## src/rtl/btn_event_gen_pkg.sv

```systemverilog
// Shared types for the button event generator: per-channel FSM state encoding.
package btn_event_gen_pkg;

    // Channel states. WAIT_REL blocks a level that was already high at reset
    // or during disable from counting as a new press.
    typedef enum logic [1:0] {
        ST_WAIT_REL = 2'd0,
        ST_IDLE     = 2'd1,
        ST_HELD     = 2'd2,
        ST_REPEAT   = 2'd3
    } btn_state_e;

endpackage

```

## src/rtl/btn_evt_channel.sv

```systemverilog
// One button channel: press / auto-repeat / release FSM with a hold/repeat counter.
// All pulse outputs are registered. evt_next is the unregistered press|rpt value
// that the top uses to build an event bus aligned with these registered pulses.
module btn_evt_channel
    import btn_event_gen_pkg::*;
#(
    parameter int HOLD_CYCLES   = 100000000,
    parameter int REPEAT_CYCLES = 25000000,
    parameter int CNT_W         = 27
) (
    input  logic clk,
    input  logic rst,
    input  logic en,
    input  logic level,
    output logic press_pulse,
    output logic rpt_pulse,
    output logic rel_pulse,
    output logic long_hold,
    output logic evt_next
);

    localparam logic [CNT_W-1:0] HOLD_LAST   = CNT_W'(HOLD_CYCLES - 1);
    localparam logic [CNT_W-1:0] REPEAT_LAST = CNT_W'(REPEAT_CYCLES - 1);

    btn_state_e       state_q, state_d;
    logic [CNT_W-1:0] cnt_q, cnt_d;
    logic             press_q, press_d;
    logic             rpt_q, rpt_d;
    logic             rel_q, rel_d;
    logic             long_q, long_d;

    // Next-state, counter and pulse decode for the current sample of level.
    always_comb begin
        // NOTE: every signal gets a default before the case so no path leaves it
        // unassigned; a missing default here would infer a latch.
        state_d = state_q;
        cnt_d   = cnt_q;
        press_d = 1'b0;
        rpt_d   = 1'b0;
        rel_d   = 1'b0;

        unique case (state_q)
            ST_WAIT_REL: begin
                if (!level) state_d = ST_IDLE;
            end
            ST_IDLE: begin
                if (level) begin
                    state_d = ST_HELD;
                    cnt_d   = '0;
                    press_d = 1'b1;
                end
            end
            ST_HELD: begin
                if (!level) begin
                    // Release beats a coincident terminal count.
                    state_d = ST_IDLE;
                    cnt_d   = '0;
                    rel_d   = 1'b1;
                end else if (cnt_q == HOLD_LAST) begin
                    state_d = ST_REPEAT;
                    cnt_d   = '0;
                    rpt_d   = 1'b1;
                end else begin
                    cnt_d = cnt_q + CNT_W'(1);
                end
            end
            ST_REPEAT: begin
                if (!level) begin
                    state_d = ST_IDLE;
                    cnt_d   = '0;
                    rel_d   = 1'b1;
                end else if (cnt_q == REPEAT_LAST) begin
                    cnt_d = '0;
                    rpt_d = 1'b1;
                end else begin
                    cnt_d = cnt_q + CNT_W'(1);
                end
            end
            default: state_d = ST_WAIT_REL;
        endcase

        // Disable overrides everything, including the release of a held button.
        if (!en) begin
            state_d = ST_WAIT_REL;
            cnt_d   = '0;
            press_d = 1'b0;
            rpt_d   = 1'b0;
            rel_d   = 1'b0;
        end

        long_d = (state_d == ST_REPEAT);
    end

    // State, counter and output registers with synchronous reset.
    always_ff @(posedge clk) begin
        // NOTE: sequential state uses non-blocking assignments so every register
        // samples the pre-edge values regardless of statement order.
        if (rst) begin
            state_q <= ST_WAIT_REL;
            cnt_q   <= '0;
            press_q <= 1'b0;
            rpt_q   <= 1'b0;
            rel_q   <= 1'b0;
            long_q  <= 1'b0;
        end else begin
            state_q <= state_d;
            cnt_q   <= cnt_d;
            press_q <= press_d;
            rpt_q   <= rpt_d;
            rel_q   <= rel_d;
            long_q  <= long_d;
        end
    end

    assign press_pulse = press_q;
    assign rpt_pulse   = rpt_q;
    assign rel_pulse   = rel_q;
    assign long_hold   = long_q;
    assign evt_next    = press_d | rpt_d;

endmodule

```

## src/rtl/btn_event_gen.sv

```systemverilog
// Button event generator: NUM_BTN independent channels plus a registered
// lowest-index event bus covering press and auto-repeat pulses.
module btn_event_gen
    import btn_event_gen_pkg::*;
#(
    parameter int NUM_BTN       = 4,
    parameter int HOLD_CYCLES   = 100000000,
    parameter int REPEAT_CYCLES = 25000000,
    parameter int CNT_W         = 27,
    parameter int IDX_W         = 2
) (
    input  logic               clk,
    input  logic               rst,
    input  logic               en,
    input  logic [NUM_BTN-1:0] btn_level,
    output logic [NUM_BTN-1:0] press_pulse,
    output logic [NUM_BTN-1:0] rpt_pulse,
    output logic [NUM_BTN-1:0] rel_pulse,
    output logic [NUM_BTN-1:0] long_hold,
    output logic               evt_valid,
    output logic [IDX_W-1:0]   evt_idx
);

    logic [NUM_BTN-1:0] evt_next;
    logic               evt_valid_q, evt_valid_d;
    logic [IDX_W-1:0]   evt_idx_q, evt_idx_d;

    for (genvar g = 0; g < NUM_BTN; g++) begin : g_ch
        btn_evt_channel #(
            .HOLD_CYCLES  (HOLD_CYCLES),
            .REPEAT_CYCLES(REPEAT_CYCLES),
            .CNT_W        (CNT_W)
        ) u_ch (
            .clk        (clk),
            .rst        (rst),
            .en         (en),
            .level      (btn_level[g]),
            .press_pulse(press_pulse[g]),
            .rpt_pulse  (rpt_pulse[g]),
            .rel_pulse  (rel_pulse[g]),
            .long_hold  (long_hold[g]),
            .evt_next   (evt_next[g])
        );
    end

    // Lowest-index priority encode of the next-cycle press|rpt vector.
    always_comb begin
        evt_valid_d = |evt_next;
        evt_idx_d   = '0;
        for (int i = NUM_BTN - 1; i >= 0; i--) begin
            if (evt_next[i]) evt_idx_d = IDX_W'(i);
        end
    end

    // Register the event bus in step with the channel pulse registers.
    always_ff @(posedge clk) begin
        if (rst) begin
            evt_valid_q <= 1'b0;
            evt_idx_q   <= '0;
        end else begin
            evt_valid_q <= evt_valid_d;
            evt_idx_q   <= evt_idx_d;
        end
    end

    assign evt_valid = evt_valid_q;
    assign evt_idx   = evt_idx_q;

endmodule
```

## config.mk

```make
export PLATFORM = sky130hd
export DESIGN_NAME = btn_event_gen
export DESIGN_NICKNAME = d
export VERILOG_FILES = /design/src/rtl/btn_event_gen_pkg.sv /design/src/rtl/btn_evt_channel.sv /design/src/rtl/btn_event_gen.sv
export SDC_FILE = /design/constraint.sdc
export NUM_CORES = 1
export LEC_CHECK = 0
export ABC_AREA = 1
export BUFFER_PORTS_ARGS = -buffer_cell sky130_fd_sc_hd__buf_2
export CORE_AREA = 2 2 101 142
export CTS_BUF_LIST = sky130_fd_sc_hd__clkbuf_16
export DETAILED_ROUTE_END_ITERATION = 10
export DIE_AREA = 0 0 103 144
export GPL_TIMING_DRIVEN = 0
export PLACE_DENSITY = 0.76
export SLEW_MARGIN = 10
export SYNTH_ARGS = -nofsm -noshare
export SYNTH_HDL_FRONTEND = slang
export SYNTH_HIERARCHICAL = 1
export SYNTH_SLANG_ARGS = --single-unit
```

## constraint.sdc

```tcl
create_clock -name clk -period 1.91 [get_ports clk]
set_input_delay 0.0955 -clock clk [delete_from_list [all_inputs] [get_ports clk]]
set_output_delay 0.0955 -clock clk [all_outputs]
set_load 0.02 [all_outputs]
```

# == Yosys cells after proc, flatten, opt, wreduce, memory -nomap -nowiden ==
# Index checks and enable logic that the tools add are counted.
# totals
regBits,135
inputBits,7
out_inout_bits,19
# classes
n_bitwise,9
add_sub_neg,4
eq_ne,28
reduce_logical,28
muxes,91
# ops
operator,n
$mux W27,20
$pmux W27 S3,4
$add A27 B1 Y27 const B,4
$eq A27 B25 Y1 const B,4
$eq A27 B27 Y1 const B,4
$mux W2,22
$mux W1,37
$eq A2 B2 Y1 const B,12
$pmux W2 S3,4
$reduce_or A2 Y1,10
$reduce_or A3 Y1,5
$reduce_bool A3 Y1,4
$eq A2 B1 Y1 const B,4
$logic_not A2 Y1,4
$ne A2 B2 Y1 const B,4
$pmux W1 S2,4
$reduce_and A2 Y1,4
$not A1 Y1,5
$or A1 B1 Y1,4
$reduce_or A4 Y1,1

# == Longest topological paths before layout ==
# Gate-level depths: netlist of run 1.
# logic_depth
depth_word,9
depth_mapped,13
depth_no_buf,12

# == Modules after synthesis ==
# Netlist of run 1, hierarchy kept.
# by_module_without_submodules
mod,n_inst,cells_each,area_each_um2
btn_evt_channel (g_ch[1].u_ch ...),2,279,1931.9
btn_evt_channel (g_ch[3].u_ch),1,307,2006.9
btn_evt_channel (g_ch[0].u_ch),1,286,1931.9
btn_event_gen,1,15,126.4

# == Worst setup path before layout of run 1 ==
# No wires, ideal clock.
# synth_timing
path_kind,reg-to-reg
from,register g_ch[1].u_ch.state_q[0]
to,register g_ch[1].u_ch.cnt_q[18]
stages_incl_launch_ff,10
synth_period_minus_slack_ns,1.714
setup_time_ns,0.117
slack_ns,0.196
arrival_ns,1.597
t_required_ns,1.793
n_path_buf,0
cell_sequence,dfxtp_1 > inv_1 > ha_1 > o21bai_4 > nor2_4 > nand2_1 > nor2_4 > nand3_1 > o21ai_0 > nor2_1
# synth_via
elab_chain_len,3
elab_cells_between_ends,7
# synth_rtl
item,line_no,source
start: declaration,btn_evt_channel.sv:25,"btn_state_e state_q, state_d;"
start signal: assignment,btn_evt_channel.sv:106,state_q <= state_d;
$eq A2 B1 Y1 / $eq A2 B2 Y1 (equally long branches),btn_evt_channel.sv:42,unique case (state_q)
$ne A2 B2 Y1 (no line) / $reduce_bool A3 Y1 (equally long branches),--,
$reduce_and A2 Y1 (no line),--,
end signal: assignment,btn_evt_channel.sv:107,cnt_q <= cnt_d;
end: declaration,btn_evt_channel.sv:26,"logic [CNT_W-1:0] cnt_q, cnt_d;"
# Parallel ways exist; a longest one is shown, timed or not.
# A chain may end at the register's enable or synchronous reset.

# == Final worst setup path of run 1 ==
# layout_timing
from,register g_ch[3].u_ch.cnt_q[0]
to,register g_ch[3].u_ch.cnt_q[13]
# layout_via
elab_chain_len,4
elab_cells_between_ends,8
# layout_rtl
item,line_no
start: declaration,btn_evt_channel.sv:26
start signal: assignment,btn_evt_channel.sv:107
"$add A27 B1 Y27, or another cell as far along","btn_evt_channel.sv:64, btn_evt_channel.sv:76"
$mux W27 (on tied branches),"btn_evt_channel.sv:72, btn_evt_channel.sv:59"
$mux W27 (on tied branches),"btn_evt_channel.sv:68, btn_evt_channel.sv:54"
$pmux W27 S3 *,btn_evt_channel.sv:42
# Mark *: on every way between the ends. The rest lies on a longest branch, timed or not.

==> results of run 1 <==
[power by group through the flow]
stage,Combinational (mW),Clock (mW),Sequential (mW)
global placement,0.317,0,2.90
global route,0.396,3.44,2.84
detailed placement,0.319,0,2.90
finish,0.358,3.26,2.84
floorplan,0.239,0,2.90
CTS,0.335,3.33,2.84
[metrics by stage]
| stage | utilization, % | total power [mW] |
|---|---|---|
| floorplan | - | 3.14 |
| global placement | 60.6 | 3.21 |
| detailed placement | 60.6 | 3.22 |
| CTS | 65.4 | 6.51 |
| global route | 66.9 | 6.68 |
| finish | 66.9 | 6.45 |
[how the worst min path moves through the flow]
stage	startpoint	endpoint	slack, ns
after floorplan	rst	evt_valid$_SDFF_PP0_	0.16
after detailed placement	btn_level[3]	g_ch[3].u_ch/rel_pulse$_SDFF_PP0_	0.35
after global placement	btn_level[3]	g_ch[3].u_ch/rel_pulse$_SDFF_PP0_	0.36
after global routing	rst	g_ch[2].u_ch/state_q[1]$_SDFF_PP0_	0.09
final	rst	g_ch[3].u_ch/state_q[1]$_SDFF_PP0_	0.06
after CTS	rst	g_ch[3].u_ch/state_q[1]$_SDFF_PP0_	0.05
[worst register-to-register path: stages, from the launching register on]
cell and delay (ns):
dfxtp_2 0.35, ha_2 0.19, nand3_1 0.13, inv_2 0.11
nand2_2 0.10, nor2_4 0.16, nand2_1 0.06, nand2_1 0.10
nand2_4 0.09, nand2_2 0.06, nand2_2 0.07, nand2_4 0.09
buf_12 0.15, nor2_2 0.04
[kinds of logic (layout without fill, tap and decap cells)]
family | count (synthesis) | after routing
DFF | 135 | 135
adders and majority gates | 24 | 24
AOI/OAI and AO/OA | 99 | 99
and+or+nand+nor | 686 | 686
xor gates and xnor gates | 58 | 58
buffers and inverters | 164 | 233
[layer usage]
layer	routed length [um]	vias up
li1	-	3766
met1	7140	3309
met2	9250	142
met3	595	37
met4	506	0
met5	0	-
[layout make-up]
class,count,area share [%]
Buffer,10,1.37
Timing Repair Buffer,37,2.66
Sequential cell,135,29.8
Inverter,154,6.33
Clock inverter,15,1.78
Multi-Input combinational cell,867,50.9
Tap cell,185,2.53
Clock buffer,17,4.66
[flip-flops by register name, summed over array words and instances (netlist names)]
register and flops:
g_ch.u_ch/state_q 8, g_ch.u_ch/cnt_q 108, g_ch.u_ch/rpt_pulse 4, g_ch.u_ch/long_hold 4
evt_valid 1, evt_idx 2, g_ch.u_ch/rel_pulse 4, g_ch.u_ch/press_pulse 4
[cell usage in the layout, fill, tap and decap left out, types with 11 or more instances in the layout]
cell       synthesis  layout
o21ai_0           50      48
buf_4              2      11
nor2_2            34      36
nand2_1          273     266
nand2_2           22      25
a21oi_1           37      37
ha_1              24      13
buf_2              0      23
xor2_1            47      47
inv_1            144     138
clkbuf_16          0      17
inv_2             10      17
nand2_4            9      13
nand4_1           18      18
nor2_4            15      16
xnor2_1           11      11
dfxtp_1          135     124
nand3_1           77      75
nor2_1           195     192
nor3_1            31      31
[timing repair]
item                                   in CTS  in global routing
endpoints found under the hold margin       6                  0
pin swaps                                   2                 12
setup buffers                               1                  9
resized for setup                           8                 49
setup endpoints to repair                  15                 88
hold buffers                                4                  0
==> key figures, run 1 <==
Power and ir drop
  – Leakage: around 3.4 nW
  – VDD IR max: 0.550 mV
  – Net switching fraction of the power: a little under a quarter
  – Comb power frac: between 5 and 6%
  – Sequential Power Share: between 40 and 50%
  – Pint: between 4 and 5 mW
  – Clock group share of total power: 50.5%
  – NetSw: ~1.5 mW
  – Cell Pwr Density: 706 nW/um^2

STA
  – Worst slew margin relative to its limit: around 62%
  – Setup TNS: 0 ns
  – Achievable clock frequency: roughly 550 MHz
  – Final worst path period need: about 1.8 ns
  – Final Skew: around 0.0074 ns
  – Final setup viols: 0
  – Slew @ Worst Pin: roughly 0.56 ns
  – Worst setup margin: slightly below 0.1 ns
  – Hold slack: about 0.063 ns
  – Final Hold Viols: 0
  – Max Slew Vio Count: 0
  – Final Cycle Share: between 90% and 100%

Synthesis
  – Synth Area in Adders: ~3.8%
  – Net Count, Synth: between 1,000 and 1,500
  – Syn. warnings: 6
  – Post-synth EDFFs: 0
  – Post-synth ARST share: 0%
  – Largest family of logic cells by synthesized area: simple AND/OR/NAND/NOR gates
  – Main synth FF type: dfxtp_1
  – Cell Area, Synth: 7930 um^2
  – Syn avg cell area: 6.80 um^2
  – XOR/XNOR Fraction of Synth Area: under 10%
  – Top-count cell post-synth: nand2_1
  – Mux cell area share after synthesis: 0%
  – Leading area contributor after synthesis: dfxtp_1
  – Synth top area share: between 30% and 40%
  – Syn Inst Count: between 1,000 and 1,500
  – Synth cell count leaders: nand2_1, nor2_1, inv_1
  – Post-Synth Simple-Gate Area: 39.6%
  – Largest cells by area after synthesis: dfxtp_1, nand2_1, nor2_1
  – Synth Register Bits: about 140
  – Compound-Gate Fraction of Synth Area: 7.24%
  – Yosys cell types: 33
  – Sequential area share after synthesis: between 30% and 40%

Job
  – Total of max-cap violations: 0

Setup path
  – Reg2Reg Depth: 13
  – Crit-path max FO: 10
  – Slowest cell on crit path: dfxtp_2
  – Worst setup path class: flip-flop to flip-flop
  – Worst path bufs/invs: 2
  – Most frequent CP cell: nand2_2
  – Largest delay contributor family on the critical path: simple AND/OR/NAND/NOR gates
  – Critical Path RT: roughly 2.2 ns
  – Crit start category: flip-flop
  – Crit path arrival time: around 2.1 ns
  – R2r endpoint: g_ch[3].u_ch/cnt_q[13]$_SDFFE_PP0P_
  – Cell Chain, Critical Path: ha_2, nand3_1, inv_2, nand2_2, nor2_4, nand2_1, nand2_1, nand2_4, nand2_2, nand2_2, nand2_4, buf_12, nor2_2
  – Setup slack, reg-to-reg: slightly below 0.1 ns
  – Worst r2r src: g_ch[3].u_ch/cnt_q[0]$_SDFFE_PP0P_
  – CP startpoint: g_ch[3].u_ch/cnt_q[0]$_SDFFE_PP0P_
  – Crit path largest cell delay: between 0.3 and 0.4 ns
  – Crit path to: g_ch[3].u_ch/cnt_q[13]$_SDFFE_PP0P_
  – WP depth: 13
  – Crit path capture type: flip-flop

Layout
  – Footprint of the multi-input gates: 4650 um^2
  – Share of cells above drive strength 1: ~18%
  – Antenna fix cells: 0
  – Layout Cells excl Fill: 1,420
  – Area grow syn2layout: 15.2%
  – Register area: 2720 um^2
  – Filler instances: roughly 1,300
  – Final net count: about 1,300
  – Design Area, Final: 9140 um^2

Place
  – IO buf count: 23
  – DP Worst Slack: -0.113 ns
  – Global placement routability congestion: 0.860
  – DP Area: about 8300 um^2
  – Placed cells: roughly 1,400
  – Dpl hpwl: roughly 13,000 um

Global routing
  – All-layer global routing usage: between 20% and 30%
  – GR Util met2: between 40% and 50%
  – Congestion Overflow GR: 0
  – Number of global-route vias before repair: approximately 6,700
  – First-pass GRT wire length: roughly 29,000 um
  – Grt met3 use: 5.12%
  – Initial antenna violation count: 0
  – Largest net degree at the start of global routing: 19
  – Grt peak-use layer: met2
  – Routing usage on met1: 27.5%

Route
  – Residual DRC: 0
  – DRT Wirelength: around 17,000 um
  – Vias per cell: between 5 and 6
  – DRT Pass-1 Iters: 5
  – WL/cell: approximately 12 um
  – Post-DRT Antenna Nets: 0
  – Via count: ~7,300
  – Initial DRC count: about 260

Floorplanning
  – Initial Utilization: about three fifths
  – Boundary Pins: 26
  – Core area: 13,700 um^2
  – Site row count: slightly above 50
  – Die W: between 100 and 150 um
  – Die Y: ~140 um
  – Total die area: roughly 15,000 um^2

CTS
  – Worst-case clock buffer depth: 2
  – CTS buffer count: 17
  – CTS sink count: roughly 140
  – Root Driver: clkbuf_16
  – Worst skew pair latency: between 0.4 and 0.5 ns
  – Clock Pin Slew Worst Setup and Hold Paths: roughly 0.060 ns
  – H-tree Lvls: 4
  – CTS tree: done

Outcome
  – Status: finished, final reports clean

Hold path
  – Hold Path Cell Cnt: 2
  – Hold crit path type: primary input to flip-flop
Power figures use the tool's default switching activity.
==> run 2, diff against run 1 <==
Settings changed: CORE_AREA 2 2 101 142 to 2 2 100 140, DIE_AREA 0 0 103 144 to 0 0 102 142, SYNTH_HIERARCHICAL 1 to not set.
==> run 2 against run 1 <==
Compared with the run above: the flow now finishes with violations (setup timing); utilization increased by 4.4 points; power decreased by 3.3%; non-clock buffer count increased by 56; worst setup slack got worse by 0.10 ns; die area decreased by 2.3%; critical path type unchanged; largest cell class unchanged.
==> key figures, run 2 <==
Layout
  – Fin util: 71.3% (+4.4 points)
  – Filler instances: 1,088 (-14%)
  – Area grow syn2layout: 21.7%
  – Max reg flops: 108 (unchanged)
  – Share of cells above drive strength 1: 22.3% (+4.7 points)
  – Final net count: 1,262 (+0.72%)
  – Commonest cells after routing, fill and taps aside: nand2_1, nor2_1, inv_1, dfxtp_1, nand3_1
  – Reg with most FFs: g_ch.u_ch.cnt_q
  – Largest regs: g_ch.u_ch.cnt_q: 108 flops, g_ch.u_ch.state_q: 8 flops
  – Most common cell after layout, fill and taps aside: nand2_1
  – Register area: 2740 um^2 (+0.78%)
  – Footprint of the multi-input gates: 4550 um^2 (-2.2%)

STA
  – Setup TNS: -0.00482 ns (-0.00482 ns)
  – Final Hold Viols: 0 (unchanged)
  – Achievable clock frequency: 522 MHz (-5.3%)
  – Worst slew margin relative to its limit: 51.8% (-11 points)
  – Slew @ Worst Pin: 0.722 ns (+0.162 ns)
  – Hold slack: 0.0437 ns (-0.0197 ns)
  – Max Slew Vio Count: 0 (unchanged)
  – Worst setup margin: -0.00466 ns (-0.101 ns)
  – Final Cycle Share: 100% (+5.3 points)
  – Final worst path period need: 1.91 ns (+0.101 ns)
  – Final setup viols: 2 (+2)
  – Final Skew: 0.00710 ns (-0.000337 ns)

Power and ir drop
  – VDD IR max: 0.595 mV (+8.2%)
  – Sequential Power Share: 45.5% (+1.5 points)
  – Cell Pwr Density: 660 nW/um^2 (-6.6%)
  – Power Total: 6.24 mW (-3.3%)
  – Clock group share of total power: 48.4% (-2.1 points)
  – NetSw: 1.42 mW (-2.8%)
  – Comb power frac: 6.1% (+0.6 points)
  – Net switching fraction of the power: 22.8% (+0.12 points)
  – Pint: 4.81 mW (-3.5%)
  – Leakage: 3.79 nW (+13%)

Setup path
  – Crit-path max FO: 6 (-4)
  – Crit path capture type: flip-flop
  – Worst setup path class: flip-flop to flip-flop
  – Setup slack, reg-to-reg: -0.005 ns (-0.10 ns)
  – Crit start category: flip-flop
  – Crit path arrival time: 2.23 ns (+0.11 ns)
  – Critical Path RT: 2.22 ns (about the same)

Synthesis
  – Leading area contributor after synthesis: dfxtp_1
  – Syn Inst Count: 1,155 (-0.94%)
  – Post-synth EDFFs: 0 (unchanged)
  – Net Count, Synth: 1,178 (-1.6%)
  – Syn. warnings: 0 (-6)
  – Main synth FF type: dfxtp_1
  – Yosys cell types: 51 (+55%)
  – Synth Register Bits: 135 (unchanged)
  – Post-synth ARST share: 0% (unchanged)
  – Sequential area share after synthesis: 34.8% (+0.71 points)
  – Top-count cell post-synth: nand2_1
  – Cell Area, Synth: 7770 um^2 (-2.1%)
  – Syn avg cell area: 6.72 um^2 (-1.1%)
  – Synth top area share: 34.8% (+0.71 points)
  – Synth cell count leaders: nand2_1, nor2_1, inv_1
  – Largest cells by area after synthesis: dfxtp_1, nand2_1, nor2_1

Route
  – Vias per cell: 5.40 (+5.7%)
  – Initial DRC count: 468 (+79%)
  – Post-DRT Antenna Nets: 0 (unchanged)
  – DRT Wirelength: 20,400 um (+16%)
  – Via count: 7,719 (+6.4%)
  – Residual DRC: 0 (unchanged)
  – WL/cell: 14.2 um (+16%)
  – DRT Pass-1 Iters: 6 (+1)

CTS
  – CTS buffer count: 17 (unchanged)
  – Worst-case clock buffer depth: 2 (unchanged)
  – Worst skew pair latency: 0.42 ns (about the same)
  – H-tree Lvls: 4 (unchanged)
  – Root Driver: clkbuf_16
  – Clock Pin Slew Worst Setup and Hold Paths: 0.05 ns (about the same)
  – CTS sink count: 135 (unchanged)
  – CTS tree: done

Place
  – DP Worst Slack: -0.180 ns (-0.0670 ns)
  – IO buf count: 20 (-13%)
  – Global placement routability congestion: 0.915 (+6.4%)
  – Dpl hpwl: 13,800 um (+7.7%)

Global routing
  – Initial antenna violation count: 1 (+1)
  – Congestion Overflow GR: 0 (unchanged)
  – Largest net degree at the start of global routing: 17 (-2)
  – First-pass GRT wire length: 31,700 um (+9.1%)
  – All-layer global routing usage: 27.3% (+2.8 points)
  – Number of global-route vias before repair: 7,098 (+5.5%)

Job
  – Total of max-cap violations: 0 (unchanged)

Floorplanning
  – Total die area: 14,500 um^2 (-2.3%)
  – Die W: 102 um (-0.97%)
  – Core area: 13,300 um^2 (-2.9%)
  – Site row count: 50 (-2.0%)
  – Die Y: 142 um (-1.4%)
  – Boundary Pins: 26 (unchanged)
  – Initial Utilization: 58.6% (+0.49 points)

Hold path
  – Hold crit path type: primary input to flip-flop

Outcome
  – Failing checks: setup timing
  – Status: finished, violations left
-- run 2: cell types whose count changed in the layout (fill, tap and decap cells not counted), moves of 9 or more --
cell	previous run	this run
buf_2	23	32
buf_4	11	56
ha_1	13	1
nand2_1	266	231
nand4_1	18	32
nor2_1	192	155
nor2_2	36	19
nor3_1	31	46
o21ai_0	48	34
xor2_1	47	29
-- run 2: worst max-delay path, stage by stage (launching register included) --
cell,delay (ns)
dfxtp_1,0.44
nand2_1,0.10
nor2_1,0.24
nand2_1,0.08
nor2_1,0.14
nand2_1,0.09
nand2_1,0.12
nand2_2,0.11
nand2_4,0.12
nand2_4,0.08
nand2_8,0.09
clkbuf_16,0.15
nor2_1,0.03
-- run 2: cell families (layout without fill, tap and decap cells) --
| family | count (synthesis) | count (layout) | synth area share [%] |
|---|---|---|---|
| AOI/OAI and AO/OA | 109 | 109 | 7.78 |
| xor gates and xnor gates | 36 | 36 | 4.06 |
| other | 0 | 1 | 0 |
| buffers and inverters | 204 | 296 | 11.4 |
| and+or+nand+nor | 655 | 655 | 39.4 |
| adders and majority gates | 16 | 16 | 2.58 |
| DFF | 135 | 135 | 34.8 |
-- run 2: layout make-up --
type	instances	area share (%)
Clock inverter	10	0.979
Timing Repair Buffer	65	5.29
Inverter	166	6.72
Buffer	38	2.93
Tap cell	182	2.41
Sequential cell	135	29.0
Clock buffer	17	4.50
Multi-Input combinational cell	816	48.1
Antenna cell	1	0.0265
-- run 2: metal layers --
metal / vias up / wire (um) / GRT usage, %
li1: 3844 / - / -
met1: 3559 / 7960 / 30.2
met2: 248 / 10700 / 49.9
met3: 68 / 936 / 4.32
met4: 0 / 763 / 13.1
met5: - / 0 / 0
-- run 2: final timing paths --
| path | from | end | cells past startpoint |
|---|---|---|---|
| worst min register to register | g_ch[0].u_ch.cnt_q[1]$_SDFFE_PP0P_ | g_ch[0].u_ch.cnt_q[1]$_SDFFE_PP0P_ | 2 |
| worst min-delay path | btn_level[2] | g_ch[2].u_ch.press_pulse$_SDFF_PP0_ | 3 |
| worst max-delay path | g_ch[2].u_ch.cnt_q[18]$_SDFFE_PP0P_ | g_ch[2].u_ch.cnt_q[7]$_SDFFE_PP0P_ | 12 |
| worst max register to register | g_ch[2].u_ch.cnt_q[18]$_SDFFE_PP0P_ | g_ch[2].u_ch.cnt_q[7]$_SDFFE_PP0P_ | 12 |
-- run 2: power by group through the flow --
stage | combinational, mW | sequential [mW] | clock [mW]
finish | 0.382 | 2.84 | 3.02
global route | 0.409 | 2.84 | 3.16
CTS | 0.306 | 2.84 | 3.02
detailed placement | 0.273 | 2.90 | 0
global placement | 0.271 | 2.90 | 0
floorplan | 0.195 | 2.90 | 0
-- run 2: per-stage QoR --
| stage | area [um^2] | instances |
|---|---|---|
| 2_1_floorplan | 7770 | 1155 |
| 3_3_place_gp | 8090 | 1357 |
| 3_5_place_dp | 8090 | 1357 |
| 4_1_cts | 8830 | 1398 |
| 5_1_grt | 9450 | 1429 |
| 6_report | 9450 | 1430 |
-- run 2: repair_timing --
action                                  in CTS  in global routing
hold buffers                                 3                  0
hold endpoints to repair                     6                  0
endpoints found under the setup margin      68                 94
setup buffers                               11                 31
gates cloned                                 0                  1
resized for setup                           24                103
pin swaps                                    4                 31
==> run 3, diff against run 2 <==
--- a/config.mk
+++ b/config.mk
@@ -9,6 +9,6 @@
 export BUFFER_PORTS_ARGS = -buffer_cell sky130_fd_sc_hd__buf_2
-export CORE_AREA = 2 2 100 140
+export CORE_AREA = 2 2 101 142
 export CTS_BUF_LIST = sky130_fd_sc_hd__clkbuf_16
 export DETAILED_ROUTE_END_ITERATION = 10
-export DIE_AREA = 0 0 102 142
+export DIE_AREA = 0 0 103 144
 export GPL_TIMING_DRIVEN = 0
@@ -18,2 +18,3 @@
 export SYNTH_HDL_FRONTEND = slang
+export SYNTH_HIERARCHICAL = 1
 export SYNTH_SLANG_ARGS = --single-unit
==> constraint.sdc (replaced) <==
create_clock -name clk -period 1.91 [get_ports clk]
set_input_delay 0.382 -clock clk [delete_from_list [all_inputs] [get_ports clk]]
set_output_delay 0.382 -clock clk [all_outputs]
set_load 0.02 [all_outputs]
==> run 3 against run 2 <==
Compared with the run above: the flow now finishes without violations; die area is 2.4% higher; worst setup slack improved by 0.11 ns; design area shrank 3.8%; non-clock buffer count shrank 60; first-iteration DRC count decreased by 47%; utilization decreased by 4.7 points; via count fell by 6.4%; sequential share of layout area is 0.90 points higher; sequential cell count unchanged; critical path type unchanged; largest cell class unchanged; largest power group unchanged.
==> key figures, run 3 (same netlist as run 1, synthesis figures left out) <==
Layout
  – Footprint of the multi-input gates: 4650 um^2 (+2.2%)
  – Antenna fix cells: 0 (-1)
  – Largest regs: g_ch.u_ch/cnt_q: 108 flops, g_ch.u_ch/state_q: 8 flops
  – Commonest cells after routing, fill and taps aside: nand2_1, nor2_1, inv_1, dfxtp_1, nand3_1
  – Reg with most FFs: g_ch.u_ch/cnt_q
  – Share of cells above drive strength 1: 17.6% (-4.7 points)
  – Max reg flops: 108 (unchanged)
  – Area grow syn2layout: 14.7%
  – Design Area, Final: 9100 um^2 (-3.8%)
  – Final net count: 1,249 (-1.0%)
  – Most common cell after layout, fill and taps aside: nand2_1
  – Register area: 2720 um^2 (-0.78%)
  – Filler instances: 1,279 (+18%)
  – Layout Cells excl Fill: 1,416 (-0.98%)

STA
  – Slew @ Worst Pin: 0.557 ns (-0.165 ns)
  – Achievable clock frequency: 554 MHz (+6.1%)
  – Max Slew Vio Count: 0 (unchanged)
  – Hold slack: 0.206 ns (+0.162 ns)
  – Final Skew: 0.00818 ns (+0.00108 ns)
  – Final setup viols: 0 (-2)
  – Worst setup margin: 0.105 ns (+0.110 ns)
  – Worst slew margin relative to its limit: 62.7% (+11 points)
  – Final Hold Viols: 0 (unchanged)
  – Final Cycle Share: 94.5% (-5.8 points)
  – Final worst path period need: 1.80 ns (-0.110 ns)

CTS
  – Worst-case clock buffer depth: 2 (unchanged)
  – H-tree Lvls: 4 (unchanged)
  – Clock Pin Slew Worst Setup and Hold Paths: 0.06 ns (about the same)
  – CTS buffer count: 17 (unchanged)
  – CTS sink count: 135 (unchanged)
  – CTS tree: done
  – Worst skew pair latency: 0.42 ns (about the same)
  – Root Driver: clkbuf_16

Setup path
  – Crit-path max FO: 10 (+4)
  – Crit path arrival time: 2.11 ns (-0.12 ns)
  – Cell Chain, Critical Path: ha_2, nand3_1, inv_2, nand2_2, nor2_4, nand2_1, nand2_1, nand2_4, nand2_2, nand2_2, nand2_4, buf_12, nor2_2
  – Critical Path RT: 2.22 ns (about the same)
  – Most frequent CP cell: nand2_2
  – Slowest cell on crit path: dfxtp_2
  – Crit start category: flip-flop
  – Worst setup path class: flip-flop to flip-flop
  – Crit path capture type: flip-flop
  – Crit path largest cell delay: 0.34 ns (-0.10 ns)

Global routing
  – All-layer global routing usage: 24.4% (-2.9 points)
  – Initial antenna violation count: 0 (-1)
  – First-pass GRT wire length: 29,000 um (-8.5%)
  – Congestion Overflow GR: 0 (unchanged)
  – Largest net degree at the start of global routing: 19 (+2)
  – Number of global-route vias before repair: 6,705 (-5.5%)

Hold path
  – Hold crit path type: primary input to flip-flop

Power and ir drop
  – Net switching fraction of the power: 22.7% (-0.11 points)
  – NetSw: 1.46 mW (+2.8%)
  – Leakage: 3.35 nW (-12%)
  – Comb power frac: 5.5% (-0.6 points)
  – VDD IR max: 0.550 mV (-7.6%)
  – Sequential Power Share: 44.0% (-1.5 points)
  – Clock group share of total power: 50.5% (+2.1 points)
  – Cell Pwr Density: 709 nW/um^2 (+7.4%)
  – Pint: 4.98 mW (+3.5%)

Outcome
  – Status: finished, final reports clean

Place
  – Dpl hpwl: 12,800 um (-7.1%)
  – DP Area: 8280 um^2 (+2.2%)
  – Global placement routability congestion: 0.860 (-6.0%)
  – IO buf count: 23 (+15%)
  – DP Worst Slack: -0.113 ns (+0.0670 ns)
  – Placed cells: 1,374 (+1.3%)

Route
  – Initial DRC count: 246 (-47%)
  – Post-DRT Antenna Nets: 0 (unchanged)
  – Vias per cell: 5.10 (-5.5%)
  – Residual DRC: 0 (unchanged)
  – WL/cell: 12.3 um (-13%)
  – Via count: 7,226 (-6.4%)
  – DRT Pass-1 Iters: 4 (-2)
  – DRT Wirelength: 17,500 um (-14%)

Floorplanning
  – Initial Utilization: 58.1% (-0.49 points)
  – Die Y: 144 um (+1.4%)
  – Total die area: 14,800 um^2 (+2.4%)
  – Site row count: 51 (+2.0%)
  – Boundary Pins: 26 (unchanged)
  – Die W: 103 um (+0.98%)
  – Core area: 13,700 um^2 (+3.0%)

Job
  – Total of max-cap violations: 0 (unchanged)
run 3: cell count changes in the layout (fill, tap and decap cells not counted), moves of 9 or more:
cell	before	now
buf_4	56	11
nor2_1	155	192
nand2_1	231	266
xor2_1	29	47
nor2_2	19	36
nor3_1	46	31
nand4_1	32	18
o21ai_0	34	48
ha_1	1	13
buf_2	32	23
run 3: what timing repair did:
action / 4_1_cts / 5_1_grt
pin swaps: 2 / 12
hold buffers: 0 / 0
gates resized for setup: 8 / 49
buffers inserted: 1 / 9
gates cloned: 0 / 0
setup endpoints to repair: 15 / 88
run 3: final timing paths:
path	from	end	slack (ns)	cells past startpoint
max	g_ch[3].u_ch/cnt_q[0]$_SDFFE_PP0P_	g_ch[3].u_ch/cnt_q[13]$_SDFFE_PP0P_	0.11	13
min	btn_level[3]	g_ch[3].u_ch/rel_pulse$_SDFF_PP0_	0.21	2
max reg2reg	g_ch[3].u_ch/cnt_q[0]$_SDFFE_PP0P_	g_ch[3].u_ch/cnt_q[13]$_SDFFE_PP0P_	0.11	13
min reg2reg	g_ch[3].u_ch/cnt_q[25]$_SDFFE_PP0P_	g_ch[3].u_ch/cnt_q[25]$_SDFFE_PP0P_	0.46	2
run 3: per-layer routing:
metal / track usage [%] / vias up / routed length [um] / share of wire, %
met5: 0 / - / 0 / 0
met4: 12.6 / 0 / 525 / 3.0
met3: 5.07 / 41 / 498 / 2.9
met2: 42.8 / 133 / 9240 / 53
li1: - / 3759 / - / -
met1: 27.5 / 3293 / 7190 / 41
run 3: through the flow:
stage	setup TNS, ns	util [%]	total power, mW
after CTS	0	65.2	6.50
after floorplan	0	-	3.14
after detailed placement	-0.947	60.6	3.22
after global routing	-0.0346	66.6	6.67
after global placement	-0.618	60.6	3.21
final	0	66.6	6.44
run 3: power groups by stage:
| stage | Sequential (mW) | Clock, mW | Combinational, mW |
|---|---|---|---|
| 3_5_place_dp | 2.90 | 0 | 0.319 |
| 3_3_place_gp | 2.90 | 0 | 0.317 |
| 4_1_cts | 2.84 | 3.33 | 0.328 |
| 2_1_floorplan | 2.90 | 0 | 0.239 |
| 6_report | 2.84 | 3.26 | 0.352 |
| 5_1_grt | 2.84 | 3.44 | 0.389 |
run 3: layout make-up:
class | instances | area share [%]
Multi-Input combinational cell | 867 | 51.1
Sequential cell | 135 | 29.9
Inverter | 154 | 6.35
Clock buffer | 17 | 4.68
Tap cell | 185 | 2.54
Timing Repair Buffer | 33 | 2.23
Clock inverter | 15 | 1.79
Buffer | 10 | 1.38
run 3: critical path: cells and delay by family, from the launching register on:
kind                     cells  cell delay [ns]
AND/OR/NAND/NOR             10             0.89
adder cells (fa/ha/maj)      1             0.19
flip-flops                   1             0.34
buffers and inverters        2             0.26
